[src/rtl/display_pkg.sv]
// rtl/display_pkg.sv - shared display timing set, frame sizing and read-scheduler state encoding
package display_pkg;

    // 800x600 timing set shared by the scheduler and the LCD timing driver
    localparam int VGA_H_DISP      = 800;
    localparam int VGA_H_FRONT     = 40;
    localparam int VGA_H_SYNC      = 128;
    localparam int VGA_H_BACK      = 88;
    localparam int VGA_V_DISP      = 600;
    localparam int VGA_V_FRONT     = 1;
    localparam int VGA_V_SYNC      = 4;
    localparam int VGA_V_BACK      = 23;
    localparam int VGA_FRAME_WORDS = VGA_H_DISP * VGA_V_DISP;

    // SDRAM read-port burst length field width
    localparam int RD_LEN_W = 9;

    // Scheduler states
    localparam logic [2:0] ST_IDLE       = 3'd0;
    localparam logic [2:0] ST_FLUSH      = 3'd1;
    localparam logic [2:0] ST_WAIT_SPACE = 3'd2;
    localparam logic [2:0] ST_REQ        = 3'd3;
    localparam logic [2:0] ST_BURST      = 3'd4;
    localparam logic [2:0] ST_FRAME_END  = 3'd5;

    function automatic int frame_words(input int h_disp, input int v_disp);
        return h_disp * v_disp;
    endfunction

endpackage

[src/rtl/disp_rd_sched_if.sv]
// rtl/disp_rd_sched_if.sv - SDRAM controller burst read request port
interface disp_rd_sched_if #(
    parameter int ADDR_W = 24
);
    import display_pkg::*;

    logic                rd_req;
    logic [ADDR_W-1:0]   rd_addr;
    logic [RD_LEN_W-1:0] rd_len;
    logic                rd_ack;
    logic                rd_done;

    modport master (output rd_req, rd_addr, rd_len, input rd_ack, rd_done);
    modport slave  (input rd_req, rd_addr, rd_len, output rd_ack, rd_done);

endinterface

[src/rtl/sat_cnt16.sv]
// rtl/sat_cnt16.sv - 16-bit saturating event counter with enable
module sat_cnt16 (
    input  logic        clk,
    input  logic        rst_n,
    input  logic        en,
    output logic [15:0] cnt
);

    // Count enabled cycles, sticking at all-ones
    always_ff @(posedge clk or negedge rst_n) begin
        if (!rst_n) begin
            cnt <= '0;
        end else if (en && (cnt != 16'hFFFF)) begin
            cnt <= cnt + 16'd1;
        end
    end

endmodule

[src/rtl/disp_rd_sched.sv]
// rtl/disp_rd_sched.sv - display read scheduler feeding the LCD FIFO from SDRAM bursts
module disp_rd_sched
    import display_pkg::*;
#(
    parameter int                H_DISP       = 800,
    parameter int                V_DISP       = 600,
    parameter int                BURST_LEN    = 256,
    parameter int                FIFO_DEPTH   = 1024,
    parameter int                LVL_W        = 11,
    parameter int                ADDR_W       = 24,
    parameter logic [ADDR_W-1:0] FRAME_BASE   = '0,
    parameter logic [ADDR_W-1:0] FRAME_STRIDE = ADDR_W'('h080000),
    parameter int                FLUSH_CYC    = 4
) (
    input  logic             clk,
    input  logic             rst_n,
    input  logic             lcd_vs,
    input  logic             lcd_request,
    input  logic             buf_sel,
    input  logic [LVL_W-1:0] fifo_wr_level,
    input  logic             fifo_empty,
    output logic             fifo_flush,
    disp_rd_sched_if.master  rd,
    output logic             frame_done,
    output logic             busy,
    output logic [15:0]      underflow_cnt
);

    localparam int FRAME_WORDS = frame_words(H_DISP, V_DISP);
    localparam int FC_W        = $clog2(FLUSH_CYC + 1);

    logic                vs_q;
    logic                fs;
    logic [2:0]          state;
    logic [2:0]          nxt;
    logic [FC_W-1:0]     flush_cnt;
    logic                sel;
    logic                flush_pend;
    logic [ADDR_W-1:0]   addr;
    logic [ADDR_W-1:0]   words_left;
    logic [RD_LEN_W-1:0] cur_len;
    logic                space_ok;
    logic                last_burst;
    logic                load;

    function automatic logic [ADDR_W-1:0] buf_base(input logic s);
        return s ? (FRAME_BASE + FRAME_STRIDE) : FRAME_BASE;
    endfunction

    assign fs         = vs_q & ~lcd_vs;
    assign cur_len    = (words_left < ADDR_W'(BURST_LEN)) ? words_left[RD_LEN_W-1:0]
                                                          : RD_LEN_W'(BURST_LEN);
    assign space_ok   = (32'(fifo_wr_level) + 32'(cur_len)) <= 32'(FIFO_DEPTH);
    assign last_burst = (words_left == ADDR_W'(cur_len));

    // Next-state decision; frame start aborts everywhere except an accepted or in-flight burst
    always_comb begin
        nxt = state;
        case (state)
            ST_IDLE:       if (fs) nxt = ST_FLUSH;
            ST_FLUSH:      if (!fs && (flush_cnt == FC_W'(FLUSH_CYC - 1))) nxt = ST_WAIT_SPACE;
            ST_WAIT_SPACE: begin
                if (fs)            nxt = ST_FLUSH;
                else if (space_ok) nxt = ST_REQ;
            end
            ST_REQ: begin
                if (rd.rd_ack)     nxt = ST_BURST;
                else if (fs)       nxt = ST_FLUSH;
            end
            ST_BURST: begin
                if (rd.rd_done) begin
                    if (flush_pend || fs) nxt = ST_FLUSH;
                    else if (last_burst)  nxt = ST_FRAME_END;
                    else                  nxt = ST_WAIT_SPACE;
                end
            end
            ST_FRAME_END:  nxt = fs ? ST_FLUSH : ST_IDLE;
            default:       nxt = ST_IDLE;
        endcase
    end

    // Entering FLUSH, or a fresh frame start while flushing, restarts the frame
    assign load = (nxt == ST_FLUSH) && ((state != ST_FLUSH) || fs);

    // Frame bookkeeping: buffer latch, burst address and remaining word count
    always_ff @(posedge clk or negedge rst_n) begin
        if (!rst_n) begin
            vs_q       <= 1'b0;
            state      <= ST_IDLE;
            flush_cnt  <= '0;
            sel        <= 1'b0;
            flush_pend <= 1'b0;
            addr       <= FRAME_BASE;
            words_left <= '0;
        end else begin
            vs_q  <= lcd_vs;
            state <= nxt;
            if (load) begin
                flush_cnt  <= '0;
                sel        <= buf_sel;
                flush_pend <= 1'b0;
                addr       <= buf_base(buf_sel);
                words_left <= ADDR_W'(FRAME_WORDS);
            end else begin
                case (state)
                    ST_FLUSH: begin
                        flush_cnt <= flush_cnt + FC_W'(1);
                        addr      <= buf_base(sel);
                    end
                    ST_REQ: begin
                        if (rd.rd_ack && fs) flush_pend <= 1'b1;
                    end
                    ST_BURST: begin
                        if (rd.rd_done) begin
                            addr       <= addr + ADDR_W'(cur_len);
                            words_left <= words_left - ADDR_W'(cur_len);
                        end else if (fs) begin
                            flush_pend <= 1'b1;
                        end
                    end
                    default: ;
                endcase
            end
        end
    end

    // Registered outputs decoded from the next state; request fields captured on REQ entry
    always_ff @(posedge clk or negedge rst_n) begin
        if (!rst_n) begin
            fifo_flush <= 1'b0;
            rd.rd_req  <= 1'b0;
            rd.rd_addr <= '0;
            rd.rd_len  <= '0;
            frame_done <= 1'b0;
            busy       <= 1'b0;
        end else begin
            fifo_flush <= (nxt == ST_FLUSH);
            rd.rd_req  <= (nxt == ST_REQ);
            frame_done <= (nxt == ST_FRAME_END);
            busy       <= (nxt != ST_IDLE);
            if ((nxt == ST_REQ) && (state != ST_REQ)) begin
                rd.rd_addr <= addr;
                rd.rd_len  <= cur_len;
            end
        end
    end

    sat_cnt16 u_underflow (
        .clk   (clk),
        .rst_n (rst_n),
        .en    (lcd_request & fifo_empty),
        .cnt   (underflow_cnt)
    );

endmodule

[src/flat_wrapper.sv]
// flat-port wrapper written by rule: the top's interface ports become plain ports
module disp_rd_sched_flat import display_pkg::*;
#(
    parameter int                H_DISP       = 800,
    parameter int                V_DISP       = 600,
    parameter int                BURST_LEN    = 256,
    parameter int                FIFO_DEPTH   = 1024,
    parameter int                LVL_W        = 11,
    parameter int                ADDR_W       = 24,
    parameter logic [ADDR_W-1:0] FRAME_BASE   = '0,
    parameter logic [ADDR_W-1:0] FRAME_STRIDE = ADDR_W'('h080000),
    parameter int                FLUSH_CYC    = 4
)
  (clk, rst_n, lcd_vs, lcd_request, buf_sel, fifo_wr_level, fifo_empty, fifo_flush, frame_done, busy, underflow_cnt, rd_rd_req, rd_rd_addr, rd_rd_len, rd_rd_ack, rd_rd_done);
  disp_rd_sched_if #(.ADDR_W(ADDR_W)) rd_i ();
  input  logic clk;
  input  logic rst_n;
  input  logic lcd_vs;
  input  logic lcd_request;
  input  logic buf_sel;
  input  logic [LVL_W-1:0] fifo_wr_level;
  input  logic fifo_empty;
  output logic fifo_flush;
  output logic frame_done;
  output logic busy;
  output logic [15:0] underflow_cnt;
  output wire logic [$bits(rd_i.rd_req)-1:0] rd_rd_req;
  output wire logic [$bits(rd_i.rd_addr)-1:0] rd_rd_addr;
  output wire logic [$bits(rd_i.rd_len)-1:0] rd_rd_len;
  input wire logic [$bits(rd_i.rd_ack)-1:0] rd_rd_ack;
  input wire logic [$bits(rd_i.rd_done)-1:0] rd_rd_done;
  assign rd_rd_req = rd_i.rd_req;
  assign rd_rd_addr = rd_i.rd_addr;
  assign rd_rd_len = rd_i.rd_len;
  assign rd_i.rd_ack = rd_rd_ack;
  assign rd_i.rd_done = rd_rd_done;
  disp_rd_sched #(.H_DISP(H_DISP), .V_DISP(V_DISP), .BURST_LEN(BURST_LEN), .FIFO_DEPTH(FIFO_DEPTH), .LVL_W(LVL_W), .ADDR_W(ADDR_W), .FRAME_BASE(FRAME_BASE), .FRAME_STRIDE(FRAME_STRIDE), .FLUSH_CYC(FLUSH_CYC)) u_core (.clk(clk), .rst_n(rst_n), .lcd_vs(lcd_vs), .lcd_request(lcd_request), .buf_sel(buf_sel), .fifo_wr_level(fifo_wr_level), .fifo_empty(fifo_empty), .fifo_flush(fifo_flush), .rd(rd_i), .frame_done(frame_done), .busy(busy), .underflow_cnt(underflow_cnt));
endmodule
[config.mk]
export PLATFORM = sky130hd
export DESIGN_NAME = disp_rd_sched_flat
export DESIGN_NICKNAME = d
export VERILOG_FILES = /design/src/rtl/display_pkg.sv /design/src/rtl/disp_rd_sched_if.sv /design/src/rtl/sat_cnt16.sv /design/src/rtl/disp_rd_sched.sv /design/src/flat_wrapper.sv
export SDC_FILE = /design/constraint.sdc
export NUM_CORES = 1
export LEC_CHECK = 0
export CORE_MARGIN = 2
export CORE_UTILIZATION = 35
export CTS_BUF_LIST = sky130_fd_sc_hd__clkbuf_4 sky130_fd_sc_hd__clkbuf_8
export CTS_CLUSTER_SIZE = 8
export DETAILED_ROUTE_END_ITERATION = 10
export PLACE_DENSITY_LB_ADDON = 0.05
export SYNTH_ARGS = -nofsm -noshare
export SYNTH_HDL_FRONTEND = slang
export SYNTH_SLANG_ARGS = --single-unit
[constraint.sdc]
create_clock -name clk -period 4.1 [get_ports clk]
set_clock_uncertainty 0.1 [all_clocks]
set_input_delay 0.82 -clock clk [delete_from_list [all_inputs] [get_ports clk]]
set_output_delay 0.82 -clock clk [all_outputs]
set_load 0.05 [all_outputs]
==> results.toml <==
[setup_path]
required_ns = 4.27
slowest_delay_ns = 0.53
critical_path.slowest_cell = "or4_4"
path_max_fanout = 6
critPathTopFamily = "simple AND/OR/NAND/NOR gates"
end_kind = "register"
cp-start-kind = "register"
arrival_ns = 4.27
worst-path-buf-inv = 2
cp_cell_sequence = "or4_4 -> and4b_1 -> nand2_2 -> nor2_4 -> and2_4 -> ha_4 -> a211o_1 -> buf_4 -> a21oi_1 -> o221ai_1 -> nor4_2 -> nand4_1 -> nand3_2 -> o311a_4 -> clkbuf_16 -> mux2_4"
crit_type = "reg -> reg"

[global_route]
grt_use_met2 = 0.275
met1_usage = 0.226
grt-busiest-layer = "met2"
grt_use_total = 0.167
grt_overflow = 0
grt_pass1_wl_microns = 23600
antenna_found_initial = 0
met3_usage = 0.0253
grt_pass1_vias = 4638
grt_max_degree = 57

[drt]
drtPass1Iterations = 4
drc_errors = 0
drtIter0Drc = 202
avgRoutedWirePerCell_microns = 16.3
ant_nets = 0
viasPerCell = 5.07
wirelength_microns = 15000
vias = 4657

[die]
core_area_sq_um = 16400
rows = 47
fp.dieArea_sq_um = 17700
die_x_microns = 133
initial_core_util = 0.355
ios = 72
die_h_microns = 133

[clock_tree]
cts-root-buf = "clkbuf_8"
clock_path_buffers = 2
clk_pin_slew_ns = 0.10
cts_buffers = 9
cts_tree = "built"
cts.sinks = 110
cts_max_level = 3
worstSkewPairLatency_ns = 0.39
ctsHoldBuffers = 0

[sta]
fin_crit_sh = 0.999
period_needed_ns = 4.10
setup_viol = 0
tightestPinTransition_ns = 1.21
fmax_mhz = 244
report.final.slew_viol_count = 0
holdWs_ns = 0.367
rsz0062_at_grt = "yes"
tns_ns = 0
final-hold-violation-count = 0
relSlewSlack = 0.193

[finish]
area_growth_pct = 35.8
nFillCells = 1541
final_common_cell = "dfrtp_1"
num_antenna_cells = 0
drive_above_1_share = 0.242
layout_common_cells = "dfrtp_1, clkdlybuf4s50_1, buf_4"
nNetsFinal = 737

[synth]
syn_inst = 567
synthDistinctLibCells = 61
ys_ff_latch = 110
yosysSeqAreaShare = 0.473
avgSynthCellArea_sq_um = 10.3
synth_enable_flop_cells = 0
yosys_warnings = 0
async_flop_share = 1.00
syn_area_sq_um = 5820
ys.flop_type = "dfrtp_1"
syn_nets = 610

[power]
p_leak_uw = 0.00337
p_sw_frac = 0.392
ir_worst_vdd_mv = 0.406
combPwrFrac = 0.433
power.share.clock = 0.194
p_seq_frac = 0.374
total_power_uw = 3480
p_sw_uw = 1360
p_int_uw = 2110
powerDensity_nw_per_um2 = 440

[run]
cap_violations = 0

[place]
portBuffers = 71
hpwlAfterDp_microns = 10400
place.gp.congestion = 0.822

[worst_hold_path]
hp-class = "in -> async"

[outcome]
status = "complete, no violations"
-- cells in the mapped netlist, types with 3 or more instances --
cell,instances,share of area
a211oi_1,3,0.0039
mux2_1,30,0.058
nand3_1,18,0.015
o31ai_1,3,0.0039
nor3_1,13,0.011
nand4_1,5,0.0054
nor4_1,10,0.011
and3_1,11,0.012
nand2_1,53,0.034
a31oi_1,3,0.0032
buf_6,4,0.0077
a22o_1,4,0.0060
ha_1,22,0.047
dfrtp_1,110,0.47
or2_2,5,0.0054
mux2i_1,11,0.019
clkbuf_1,10,0.0065
a21oi_1,37,0.032
o22ai_1,3,0.0032
o21ai_0,26,0.022
mux2_2,5,0.0097
inv_1,12,0.0077
buf_2,5,0.0043
and2_1,17,0.018
nand2b_1,4,0.0043
or3_1,17,0.018
xor2_1,11,0.017
xnor2_1,27,0.041
nor2_1,41,0.026
nor4b_1,4,0.0060
o21bai_1,4,0.0052
-- logic make-up after synthesis --
logic type	after synthesis	synth area share
AO/OA/AOI/OAI	105	0.114
XOR/XNOR	38	0.0572
adder cells (fa/ha/maj)	24	0.0542
buffers and inverters	31	0.0262
flip-flops	110	0.473
multiplexers	46	0.0867
other	1	0.000645
AND/OR/NAND/NOR	212	0.188
-- power groups by stage --
stage	Clock [uW]	Combinational [uW]	Sequential (uW)
finish	674	1500	1300
global route	746	1620	1320
CTS	704	1330	1300
detailed placement	0	1250	1320
global placement	0	1250	1310
floorplan	0	547	1540
-- layout make-up --
| cell class | instances | area, sq um | area share |
|---|---|---|---|
| multi-input combinational | 427 | 3350 | 0.424 |
| sequential | 110 | 2750 | 0.348 |
| timing repair buffer | 134 | 1280 | 0.163 |
| tap | 220 | 275 | 0.0348 |
| clock buffer | 10 | 131 | 0.0166 |
| clock inverter | 5 | 60.1 | 0.00760 |
| inverter | 12 | 45.0 | 0.00570 |
-- sequential cells by signal, summed over array words and instances (netlist names) --
signal and flops:
u_core.words_left 24, u_core.sel 1, u_core.fifo_flush 1, u_core.vs_q 1, u_core.addr 24, u_core.state 3, u_core.rd.rd_len 9, u_core.rd.rd_req 1
u_core.flush_cnt 3, u_core.u_underflow.cnt 16, u_core.frame_done 1, u_core.flush_pend 1, u_core.busy 1, u_core.rd.rd_addr 24
-- final timing paths --
path,from,to,slack [ns],cells past startpoint
max,u_core.words_left[17]$_DFFE_PN0P_,u_core.rd.rd_addr[5]$_DFFE_PN0P_,0.005,16
min,rst_n,u_core.addr[2]$_DFFE_PN0P_,0.37,1
max reg2reg,u_core.words_left[17]$_DFFE_PN0P_,u_core.rd.rd_addr[5]$_DFFE_PN0P_,0.005,16
min reg2reg,u_core.sel$_DFFE_PN0N_,u_core.sel$_DFFE_PN0N_,0.39,2
max in group asynchronous,rst_n,u_core.busy$_DFF_PN0_,2.63,2
min in group clk,u_core.sel$_DFFE_PN0N_,u_core.sel$_DFFE_PN0N_,0.39,2
-- worst reg2reg max path: cells and delay by family (launching register included) --
kind | cells | cell delay, ns
adders and majority gates | 1 | 0.21
AOI/OAI and AO/OA | 4 | 0.93
muxes | 1 | 0.29
DFF | 1 | 0.39
and+or+nand+nor | 8 | 1.70
buffers and inverters | 2 | 0.36
-- routing by layer --
layer,vias to the layer above,wire length [microns]
met5,-,0
met4,0,178
met3,12,480
met2,63,7040
met1,2306,7290
li1,2276,-
-- through the flow --
stage / setup WS, ns / util / instances / cell area (sq um)
CTS: -0.0528 / 0.456 / 907 / 7490
global placement: -0.172 / 0.432 / 888 / 7100
floorplan: 0.00327 / - / 567 / 5830
detailed placement: -0.228 / 0.432 / 888 / 7100
finish: 0.00478 / 0.481 / 918 / 7900
global route: -0.188 / 0.481 / 918 / 7900
-- repair_timing --
action	CTS	global route
pin swaps	4	12
setup endpoints to repair	72	82
resized for setup	28	75
cloned	1	4
setup buffers	3	7
(Power assumes the default switching activity.)
